### src/rtl/multicycle_control.sv
// rtl/multicycle_control.sv - multi-cycle MIPS control FSM with memory-ready handshake and timeout
//
// Steps each instruction through FETCH, DECODE and the execute, memory and writeback states.
// Datapath controls are Moore outputs of the state. The exceptions are FETCH ir_write/pc_write
// and MEM_WR instr_done, which also follow mem_ready_i.
// Optional feature macro: CTRL_JAL_EN adds the jal opcode (000011) and the JAL state.
//
// Ports:
//   clk_i, rst_n_i                 clock (rising edge), asynchronous active-low reset
//   Op_i[5:0]                      opcode from IR[31:26], valid from DECODE onward
//   mem_ready_i                    memory completes the current access this cycle
//   mem_read_o, mem_write_o, iord_o    memory port requests and address select
//   ir_write_o, pc_write_o, pc_write_cond_o, pc_src_o[1:0]    IR/PC update controls
//   alu_src_a_o, alu_src_b_o[1:0], alu_op_o[ALUOP_W-1:0]    ALU operand and operation selects
//   reg_dst_o[1:0], mem2reg_o[1:0], reg_write_o    register file writeback controls
//   instr_done_o                   1-cycle pulse in the final state of each instruction
//   err_o[1:0]                     sticky error: 01 illegal opcode, 10 memory timeout
module multicycle_control #(
    parameter int                 ALUOP_W     = 3,
    parameter logic [ALUOP_W-1:0] ALUOP_ADD   = 3'b000,
    parameter logic [ALUOP_W-1:0] ALUOP_SUB   = 3'b001,
    parameter logic [ALUOP_W-1:0] ALUOP_RTYPE = 3'b111,
    parameter int                 MEM_TIMEOUT = 15
) (
    input  logic               clk_i,
    input  logic               rst_n_i,
    input  logic [5:0]         Op_i,
    input  logic               mem_ready_i,
    output logic               mem_read_o,
    output logic               mem_write_o,
    output logic               iord_o,
    output logic               ir_write_o,
    output logic               pc_write_o,
    output logic               pc_write_cond_o,
    output logic [1:0]         pc_src_o,
    output logic               alu_src_a_o,
    output logic [1:0]         alu_src_b_o,
    output logic [ALUOP_W-1:0] alu_op_o,
    output logic [1:0]         reg_dst_o,
    output logic [1:0]         mem2reg_o,
    output logic               reg_write_o,
    output logic               instr_done_o,
    output logic [1:0]         err_o
);

    localparam logic [5:0] OP_R    = 6'b000000;
    localparam logic [5:0] OP_LW   = 6'b100011;
    localparam logic [5:0] OP_SW   = 6'b101011;
    localparam logic [5:0] OP_BEQ  = 6'b000100;
    localparam logic [5:0] OP_J    = 6'b000010;
    localparam logic [5:0] OP_ADDI = 6'b001000;
`ifdef CTRL_JAL_EN
    localparam logic [5:0] OP_JAL  = 6'b000011;
    localparam int         WB_W    = 2;
`else
    localparam int         WB_W    = 1;
`endif

    localparam int                WCNT_W      = (MEM_TIMEOUT > 1) ? $clog2(MEM_TIMEOUT + 1) : 1;
    localparam logic [WCNT_W-1:0] TIMEOUT_CNT = WCNT_W'(MEM_TIMEOUT);

    typedef enum logic [3:0] {
        S_IDLE, S_FETCH, S_DECODE, S_MEM_ADDR, S_MEM_RD, S_MEM_WB, S_MEM_WR,
        S_EXEC_R, S_EXEC_I, S_ALU_WB, S_BRANCH, S_JUMP, S_JAL, S_ERROR
    } state_t;

    state_t            state_q, state_d;
    logic [WCNT_W-1:0] wait_cnt_q, wait_cnt_d;
    logic [1:0]        err_q, err_d;
    // Destination register select latched in DECODE: 0 = rt, 1 = rd, 2 = $31 (jal only).
    logic [WB_W-1:0]   wb_sel_q, wb_sel_d;
    logic              timeout;

    always_ff @(posedge clk_i or negedge rst_n_i) begin
        if (!rst_n_i) begin
            state_q    <= S_IDLE;
            wait_cnt_q <= '0;
            err_q      <= 2'b00;
            wb_sel_q   <= '0;
        end else begin
            state_q    <= state_d;
            wait_cnt_q <= wait_cnt_d;
            err_q      <= err_d;
            wb_sel_q   <= wb_sel_d;
        end
    end

    // A ready in the same cycle as the last allowed wait takes priority over the timeout.
    assign timeout = (MEM_TIMEOUT != 0) && (wait_cnt_q == TIMEOUT_CNT) && !mem_ready_i;
    assign err_o   = err_q;

    always_comb begin
        state_d         = state_q;
        wait_cnt_d      = wait_cnt_q;
        err_d           = err_q;
        wb_sel_d        = wb_sel_q;
        mem_read_o      = 1'b0;
        mem_write_o     = 1'b0;
        iord_o          = 1'b0;
        ir_write_o      = 1'b0;
        pc_write_o      = 1'b0;
        pc_write_cond_o = 1'b0;
        pc_src_o        = 2'd0;
        alu_src_a_o     = 1'b0;
        alu_src_b_o     = 2'd0;
        alu_op_o        = '0;
        reg_dst_o       = 2'd0;
        mem2reg_o       = 2'd0;
        reg_write_o     = 1'b0;
        instr_done_o    = 1'b0;

        case (state_q)
            S_IDLE: state_d = S_FETCH;
            S_FETCH: begin
                mem_read_o  = 1'b1;
                alu_src_b_o = 2'd1;
                alu_op_o    = ALUOP_ADD;
                ir_write_o  = mem_ready_i;
                pc_write_o  = mem_ready_i;
                if (mem_ready_i) state_d = S_DECODE;
            end
            S_DECODE: begin
                alu_src_b_o = 2'd3;
                alu_op_o    = ALUOP_ADD;
                wb_sel_d    = '0;
                case (Op_i)
                    OP_LW, OP_SW: state_d = S_MEM_ADDR;
                    OP_R: begin
                        state_d  = S_EXEC_R;
                        wb_sel_d = WB_W'(1);
                    end
                    OP_ADDI: state_d = S_EXEC_I;
                    OP_BEQ:  state_d = S_BRANCH;
                    OP_J:    state_d = S_JUMP;
`ifdef CTRL_JAL_EN
                    OP_JAL: begin
                        state_d  = S_JAL;
                        wb_sel_d = WB_W'(2);
                    end
`endif
                    default: begin
                        state_d = S_ERROR;
                        err_d   = 2'b01;
                    end
                endcase
            end
            S_MEM_ADDR: begin
                alu_src_a_o = 1'b1;
                alu_src_b_o = 2'd2;
                alu_op_o    = ALUOP_ADD;
                state_d     = (Op_i == OP_LW) ? S_MEM_RD : S_MEM_WR;
            end
            S_MEM_RD: begin
                mem_read_o = 1'b1;
                iord_o     = 1'b1;
                if (mem_ready_i) state_d = S_MEM_WB;
            end
            S_MEM_WB: begin
                reg_write_o  = 1'b1;
                mem2reg_o    = 2'd1;
                instr_done_o = 1'b1;
                state_d      = S_FETCH;
            end
            S_MEM_WR: begin
                mem_write_o  = 1'b1;
                iord_o       = 1'b1;
                instr_done_o = mem_ready_i;
                if (mem_ready_i) state_d = S_FETCH;
            end
            S_EXEC_R: begin
                alu_src_a_o = 1'b1;
                alu_op_o    = ALUOP_RTYPE;
                state_d     = S_ALU_WB;
            end
            S_EXEC_I: begin
                alu_src_a_o = 1'b1;
                alu_src_b_o = 2'd2;
                alu_op_o    = ALUOP_ADD;
                state_d     = S_ALU_WB;
            end
            S_ALU_WB: begin
                reg_write_o  = 1'b1;
                reg_dst_o    = 2'(wb_sel_q);
                instr_done_o = 1'b1;
                state_d      = S_FETCH;
            end
            S_BRANCH: begin
                alu_src_a_o     = 1'b1;
                alu_op_o        = ALUOP_SUB;
                pc_write_cond_o = 1'b1;
                pc_src_o        = 2'd1;
                instr_done_o    = 1'b1;
                state_d         = S_FETCH;
            end
            S_JUMP: begin
                pc_write_o   = 1'b1;
                pc_src_o     = 2'd2;
                instr_done_o = 1'b1;
                state_d      = S_FETCH;
            end
`ifdef CTRL_JAL_EN
            S_JAL: begin
                reg_write_o  = 1'b1;
                reg_dst_o    = 2'(wb_sel_q);
                mem2reg_o    = 2'd2;
                pc_write_o   = 1'b1;
                pc_src_o     = 2'd2;
                instr_done_o = 1'b1;
                state_d      = S_FETCH;
            end
`endif
            S_ERROR: state_d = S_ERROR;
            default: state_d = S_IDLE;
        endcase

        // Wait counting only applies in the three states that wait on the memory.
        if (state_q == S_FETCH || state_q == S_MEM_RD || state_q == S_MEM_WR) begin
            if (timeout) begin
                state_d = S_ERROR;
                err_d   = 2'b10;
            end else if (!mem_ready_i) begin
                wait_cnt_d = wait_cnt_q + WCNT_W'(1);
            end
        end
        if (state_d != state_q &&
            (state_d == S_FETCH || state_d == S_MEM_RD || state_d == S_MEM_WR)) begin
            wait_cnt_d = '0;
        end
    end

endmodule

### config.mk
export PLATFORM = sky130hd
export DESIGN_NAME = multicycle_control
export DESIGN_NICKNAME = d
export VERILOG_FILES = /design/src/rtl/multicycle_control.sv
export SDC_FILE = /design/constraint.sdc
export NUM_CORES = 1
export LEC_CHECK = 0
export BUFFER_PORTS_ARGS = -buffer_cell sky130_fd_sc_hd__clkbuf_2
export CAP_MARGIN = 20
export CORE_MARGIN = 2
export CORE_UTILIZATION = 25
export DETAILED_ROUTE_END_ITERATION = 8
export MAX_ROUTING_LAYER = met4
export PLACE_DENSITY = 0.56
export SETUP_SLACK_MARGIN = 0.2
export SLEW_MARGIN = 30
export SYNTH_ARGS = -nofsm -noshare
export SYNTH_HDL_FRONTEND = slang
export SYNTH_SLANG_ARGS = --single-unit
export TNS_END_PERCENT = 30
### constraint.sdc
create_clock -name clk_i -period 2.83 [get_ports clk_i]
set_input_delay 0 -clock clk_i [delete_from_list [all_inputs] [get_ports clk_i]]
set_output_delay 0 -clock clk_i [all_outputs]
set_load 0.005 [all_outputs]
==> results.py, run 1 <==
metrics = {
    "floorplan": {
        "die_w_um": 67.5,
        "die_h_um": 67.5,
        "core_um2": 3940,
        "start_util_pct": 25.6,
        "io_pins": 31,
        "dieArea_um2": 4560,
        "num_rows": 23,
    },
    "sta": {
        "finClkSkew_ns": 0.00425,
        "fin_crit_ns": 2.37,
        "tns_ns": 0,
        "holdWs_ns": 0.0520,
        "fin_crit_sh_pct": 83.8,
        "drv_slew": 0,
        "hold_viol": 0,
        "setup_violations": 0,
        "rsz0062_at_grt": "false",
        "fmax_ghz": 0.422,
    },
    "logic_synthesis": {
        "async_reset_ff_share_pct": 100,
        "ys_seq_elements": 11,
        "synth_edf_count": 0,
        "syn_area_um2": 1010,
        "syn_avg_cell_area_um2": 7.88,
        "synthDistinctLibCells": 50,
        "yosysWarnings": 0,
        "syn_inst": 128,
        "synth_ff_type": "dfrtp_1",
        "synth_seq_area_share_pct": 27.3,
    },
    "place": {
        "place_congestion": 0.773,
        "numPortBuffers": 28,
        "dpl.hpwl_mm": 2.00,
    },
    "global_routing": {
        "grt_max_degree": 18,
        "use_met1_pct": 17.2,
        "use_met2_pct": 19.0,
        "grt_usage_pct": 12.4,
        "grt_pass1_vias": 882,
        "overflow": 0,
        "grt_pass1_wl_mm": 4.20,
        "grtUsageMet3_pct": 1.50,
        "busiest_layer": "met2",
        "antenna_found_initial": 0,
    },
    "worst_setup_path": {
        "reg2reg_depth": 6,
        "r2r_start": "state_q[2]$_DFF_PN0_",
        "r2r_end": "wait_cnt_q[2]$_DFFE_PN0P_",
        "critPathTopFamily": "simple AND/OR/NAND/NOR gates",
        "worstPathRequired_ns": 2.98,
        "critPathBufInv": 0,
        "slowest_delay_ns": 0.58,
        "path_depth": 6,
        "endpoint_kind": "flop",
        "worstSetupPathType": "flop to flop",
        "startpoint_type": "flop",
        "critPathMaxFanout": 17,
        "crit_slowest_cell": "or4b_1",
        "path_cells": "or4b_1 -> or4_4 -> o21ai_2 -> nor2_2 -> mux2_4 -> a211oi_2",
        "cp.arrival_ns": 2.52,
        "r2r_slack_ns": 0.46,
    },
    "hold_path": {
        "hp-start": "Op_i[4]",
        "min_to": "wb_sel_q$_DFFE_PN0P_",
        "holdPathStages": 2,
        "hold_class": "input port to flop",
    },
    "cells_and_area": {
        "insertedDiodeCount": 0,
        "area_growth_pct": 22.6,
        "layout-drive-gt1-share_pct": 27.3,
        "layout.nets": 165,
    },
    "pwr": {
        "vdd_drop_max_mv": 0.309,
        "p_per_area_nw_per_um2": 982,
        "p_leak_nw": 0.546,
    },
    "routing": {
        "firstDrtPassIters": 4,
        "wire_per_inst_um": 12.7,
        "drc_errors": 0,
        "via_count": 1015,
        "ant_nets": 0,
        "routed_via_density": 4.98,
        "wl_mm": 2.59,
        "drt_iter0_drc": 70,
    },
    "flow_run": {
        "max_cap_violations": 0,
    },
    "clock_network": {
        "cts_buffers": 3,
        "insertion_delay_ns": 0.23,
        "root_buffer": "clkbuf_8",
        "clk_pin_slew_ns": 0.05,
        "cts_tree": "built",
        "cts_max_path_buffers": 2,
        "htree_num_levels": 1,
        "clock-sinks": 11,
    },
    "status": {
        "status": "complete, no violations",
    },
}
worst reg2reg max path: stages (launching register included):
cell	delay, ns
dfrtp_1	0.54
or4b_1	0.58
or4_4	0.51
o21ai_2	0.12
nor2_2	0.05
mux2_4	0.28
a211oi_2	0.21
cells in the mapped netlist, types with 2 or more instances:
cell	instances	area (um2)
a2111o_1	2	22.5
a211oi_1	2	15.0
a21oi_1	11	55.1
buf_4	4	30.0
clkbuf_1	6	22.5
dfrtp_1	11	275
inv_1	4	15.0
nand2_1	9	33.8
nand2b_1	5	31.3
nand3_1	5	25.0
nor2_1	15	56.3
nor2b_1	2	12.5
o21ai_0	7	35.0
o22ai_1	3	18.8
or2_1	2	12.5
or3_1	2	12.5
or4bb_1	2	22.5
xnor2_1	4	35.0
flip-flops by register name (all words and copies together) (netlist names):
signal / count
wb_sel_q: 1
err_o: 2
state_q: 4
wait_cnt_q: 4
placed cells by master (no fill, tap or decap), types with 2 or more instances in the layout:
| cell | n |
|---|---|
| a2111o_1 | 2 |
| a211oi_1 | 2 |
| a21oi_1 | 11 |
| buf_4 | 3 |
| clkbuf_2 | 28 |
| clkbuf_8 | 3 |
| conb_1 | 2 |
| dfrtp_1 | 11 |
| inv_1 | 4 |
| nand2_1 | 9 |
| nand2b_1 | 5 |
| nand3_1 | 5 |
| nor2_1 | 15 |
| nor2b_1 | 2 |
| o21ai_0 | 7 |
| o22ai_1 | 3 |
| or2_1 | 2 |
| or3_1 | 2 |
| or4bb_1 | 2 |
| xnor2_1 | 4 |
worst max-delay path by stage:
stage / from / to / slack [ns]
floorplan: state_q[2]$_DFF_PN0_ / wait_cnt_q[2]$_DFFE_PN0P_ / 0.72
global placement: state_q[2]$_DFF_PN0_ / wait_cnt_q[2]$_DFFE_PN0P_ / 0.51
detailed placement: state_q[2]$_DFF_PN0_ / wait_cnt_q[2]$_DFFE_PN0P_ / 0.49
CTS: state_q[2]$_DFF_PN0_ / wait_cnt_q[2]$_DFFE_PN0P_ / 0.46
global route: state_q[2]$_DFF_PN0_ / wait_cnt_q[3]$_DFFE_PN0P_ / 0.31
finish: state_q[2]$_DFF_PN0_ / wait_cnt_q[2]$_DFFE_PN0P_ / 0.46
routing by layer:
layer	share of wire, %	up-vias
met5	0	-
met4	0.70	0
met3	3.7	4
met2	46	25
met1	49	470
li1	-	516
power breakdown:
group / total [mW] / switching (mW) / internal (mW)
logic: 0.771 / 0.434 / 0.338
registers: 0.291 / 0.0737 / 0.217
clock network: 0.151 / 0.0549 / 0.0963
kinds of logic (layout without fill, tap and decap cells):
kind of cell / after synthesis / in the layout / share of synthesized area [%]
XOR/XNOR: 5 / 5 / 4.34
AND/OR/NAND/NOR: 56 / 56 / 31.9
AO/OA/AOI/OAI: 36 / 36 / 24.2
multiplexers: 2 / 2 / 2.48
flip-flops: 11 / 11 / 27.3
adder cells (fa/ha/maj): 2 / 2 / 2.23
other: 1 / 2 / 0.372
buffers and inverters: 15 / 40 / 7.20
metrics by stage:
step / setup WS, ns / total power, mW / utilization [%] / area (um2) / cells
finish: 0.459 / 1.21 / 31.4 / 1240 / 204
global route: 0.315 / 1.33 / 31.4 / 1240 / 204
CTS: 0.461 / 1.22 / 31.4 / 1240 / 204
detailed placement: 0.486 / 1.06 / 29.9 / 1180 / 199
global placement: 0.509 / 1.06 / 29.9 / 1180 / 199
floorplan: 0.718 / 0.817 / - / 1010 / 129
cell type report:
type | instances | area [um2]
fill | 415 | 2710
inverter | 4 | 15.0
clock inverter | 1 | 5.00
sequential | 11 | 275
timing repair buffer | 32 | 173
multi-input combinational | 103 | 664
clock buffer | 3 | 41.3
tap | 50 | 62.6
what timing repair did:
| action | CTS | global route |
|---|---|---|
| hold buffers | 1 | 0 |
| endpoints found under the hold margin | 11 | 0 |
| gates resized for setup | 0 | 0 |
| buffers inserted | 0 | 0 |
(Power assumes the default switching activity.)
==> run 2: changes to the inputs <==
Settings changed: PLACE_DENSITY 0.56 to 0.57.
Clock period 2.83 ns to 2.15 ns, I/O delays scaled along.
==> run 2 against run 1 <==
Against the previous run:
- final cell count up 3.4%
- critical path depth is the same
- critical endpoint unchanged
- hold slack improved by 0.0092 ns
- clock power rose by 30%
- sequential share of layout area is 1.6 points lower
- largest cell class unchanged
- critical path type unchanged
- largest power group unchanged
- clock-buffer cell count increased by 1
- maximum frequency up 15%
- die area did not move
- power is 44% higher
- via count increased by 2.5%
- non-clock buffer count increased by 7
- first-iteration DRC count is 53% higher
==> results.py, run 2 (synthesis results as in run 1) <==
metrics = {
    "clock_network": {
        "cts_buffers": 3,
        "insertion_delay_ns": 0.23,
        "root_buffer": "clkbuf_8",
        "clk_pin_slew_ns": 0.05,
        "cts_max_path_buffers": 2,
        "htree_num_levels": 1,
        "cts_tree": "built",
        "clock-sinks": 11,
    },
    "cells_and_area": {
        "insertedDiodeCount": 0,
        "final_common_cell": "clkbuf_2",
        "final_cells": 211,
        "area_growth_pct": 32.0,
        "fill_cells": 411,
        "layout-drive-gt1-share_pct": 33.5,
        "utilization_pct": 33.8,
        "final_cell_area_um2": 1330,
        "final_cell_mix": "28 x clkbuf_2, 15 x nor2_1, 11 x a21oi_1, 11 x dfrtp_1, 10 x buf_4",
        "layout.nets": 172,
    },
    "global_routing": {
        "grt_usage_pct": 12.8,
        "grt_max_degree": 15,
        "antenna_found_initial": 0,
        "overflow": 0,
        "grt_pass1_vias": 929,
        "grt_pass1_wl_mm": 4.28,
    },
    "worst_setup_path": {
        "r2r_slack_ns": 0.09,
        "critPathMaxFanout": 4,
        "cp.arrival_ns": 2.20,
        "crit_start": "state_q[2]$_DFF_PN0_",
        "worstSetupPathType": "flop to flop",
        "endpoint": "wait_cnt_q[2]$_DFFE_PN0P_",
        "startpoint_type": "flop",
        "worstPathRequired_ns": 2.29,
        "endpoint_kind": "flop",
        "r2r_end": "wait_cnt_q[2]$_DFFE_PN0P_",
        "r2r_start": "state_q[2]$_DFF_PN0_",
        "reg2reg_depth": 6,
    },
    "place": {
        "place_ws_ns": 0.00358,
        "dpl.hpwl_mm": 2.03,
        "place_congestion": 0.848,
        "numPortBuffers": 28,
        "placedCellCount": 205,
        "place_area_um2": 1220,
    },
    "sta": {
        "setup_violations": 0,
        "fin_crit_sh_pct": 95.7,
        "holdWs_ns": 0.0612,
        "rsz0062_at_grt": "true",
        "fmax_ghz": 0.486,
        "fin_crit_ns": 2.06,
        "drv_slew": 0,
        "finClkSkew_ns": 0.00323,
        "hold_viol": 0,
        "fin_ws_ns": 0.0932,
    },
    "routing": {
        "via_count": 1040,
        "firstDrtPassIters": 4,
        "drt_iter0_drc": 107,
        "drc_errors": 0,
        "wire_per_inst_um": 12.4,
        "wl_mm": 2.61,
        "routed_via_density": 4.93,
        "ant_nets": 0,
    },
    "pwr": {
        "vdd_drop_max_mv": 0.335,
        "p_per_area_nw_per_um2": 1320,
        "p_leak_nw": 0.595,
    },
    "floorplan": {
        "start_util_pct": 25.6,
        "io_pins": 31,
        "dieArea_um2": 4560,
        "core_um2": 3940,
        "die_w_um": 67.5,
        "num_rows": 23,
        "die_h_um": 67.5,
    },
    "status": {
        "status": "complete, no violations",
    },
    "hold_path": {
        "hold_class": "input port to flop",
    },
    "flow_run": {
        "max_cap_violations": 0,
    },
}
## run 2: cell types whose count changed in the layout (fill, tap and decap cells not counted), sizes merged
cell,delta
buf,+7
clkinv,-1
clkbuf,+1
## run 2: critical path: stages, from the launching register on
cell and delay [ns]:
dfrtp_1 0.37, or4b_4 0.53, a211oi_1 0.31, o311a_1 0.27, nor2_2 0.05, mux2_4 0.28, a211oi_2 0.17
## run 2: what timing repair did
| action | 4_1_cts | 5_1_grt |
|---|---|---|
| setup buffers | 1 | 0 |
| hold buffers | 1 | 0 |
| hold endpoints to repair | 11 | 0 |
| endpoints found under the setup margin | 4 | 5 |
| pin swaps | 3 | 1 |
| resized for setup | 5 | 3 |
## run 2: report_power, final
part | switching (mW) | internal [mW]
Combinational | 0.645 | 0.558
Clock | 0.0667 | 0.129
Sequential | 0.0681 | 0.286
Total | 0.780 | 0.973
## run 2: metal layers
layer / wire [um] / up-vias / share of wire [%] / track usage (%)
met2: 1290 / 25 / 49 / 21.3
li1: - / 527 / - / -
met4: 19 / 0 / 0.73 / 5.36
met5: 0 / - / 0 / -
met1: 1190 / 486 / 46 / 15.6
met3: 109 / 2 / 4.2 / 1.50
## run 2: how the worst min path moves through the flow
stage                 start                        end  slack [ns]  cells after the start
floorplan           rst_n_i         err_o[0]$_DFF_PN0_       -0.30                      0
global placement    rst_n_i  wait_cnt_q[1]$_DFFE_PN0P_       -0.11                      1
detailed placement  rst_n_i  wait_cnt_q[1]$_DFFE_PN0P_       -0.11                      1
CTS                 Op_i[4]       wb_sel_q$_DFFE_PN0P_        0.05                      2
global route        Op_i[4]       wb_sel_q$_DFFE_PN0P_        0.07                      2
finish              Op_i[4]       wb_sel_q$_DFFE_PN0P_        0.06                      2
## run 2: per-stage QoR
step,power [mW],TNS [ns]
final,1.75,0
after global routing,1.93,-0.0136
after CTS,1.73,0
after global placement,1.45,0
after detailed placement,1.45,0
after floorplan,1.08,0
## run 2: layout make-up
| cell class | count | area [um2] | share of cell area, % |
|---|---|---|---|
| tap | 50 | 62.6 | 4.70 |
| clock buffer | 4 | 45.0 | 3.38 |
| inverter | 4 | 15.0 | 1.13 |
| sequential | 11 | 275 | 20.7 |
| multi-input combinational | 103 | 708 | 53.2 |
| timing repair buffer | 39 | 225 | 16.9 |
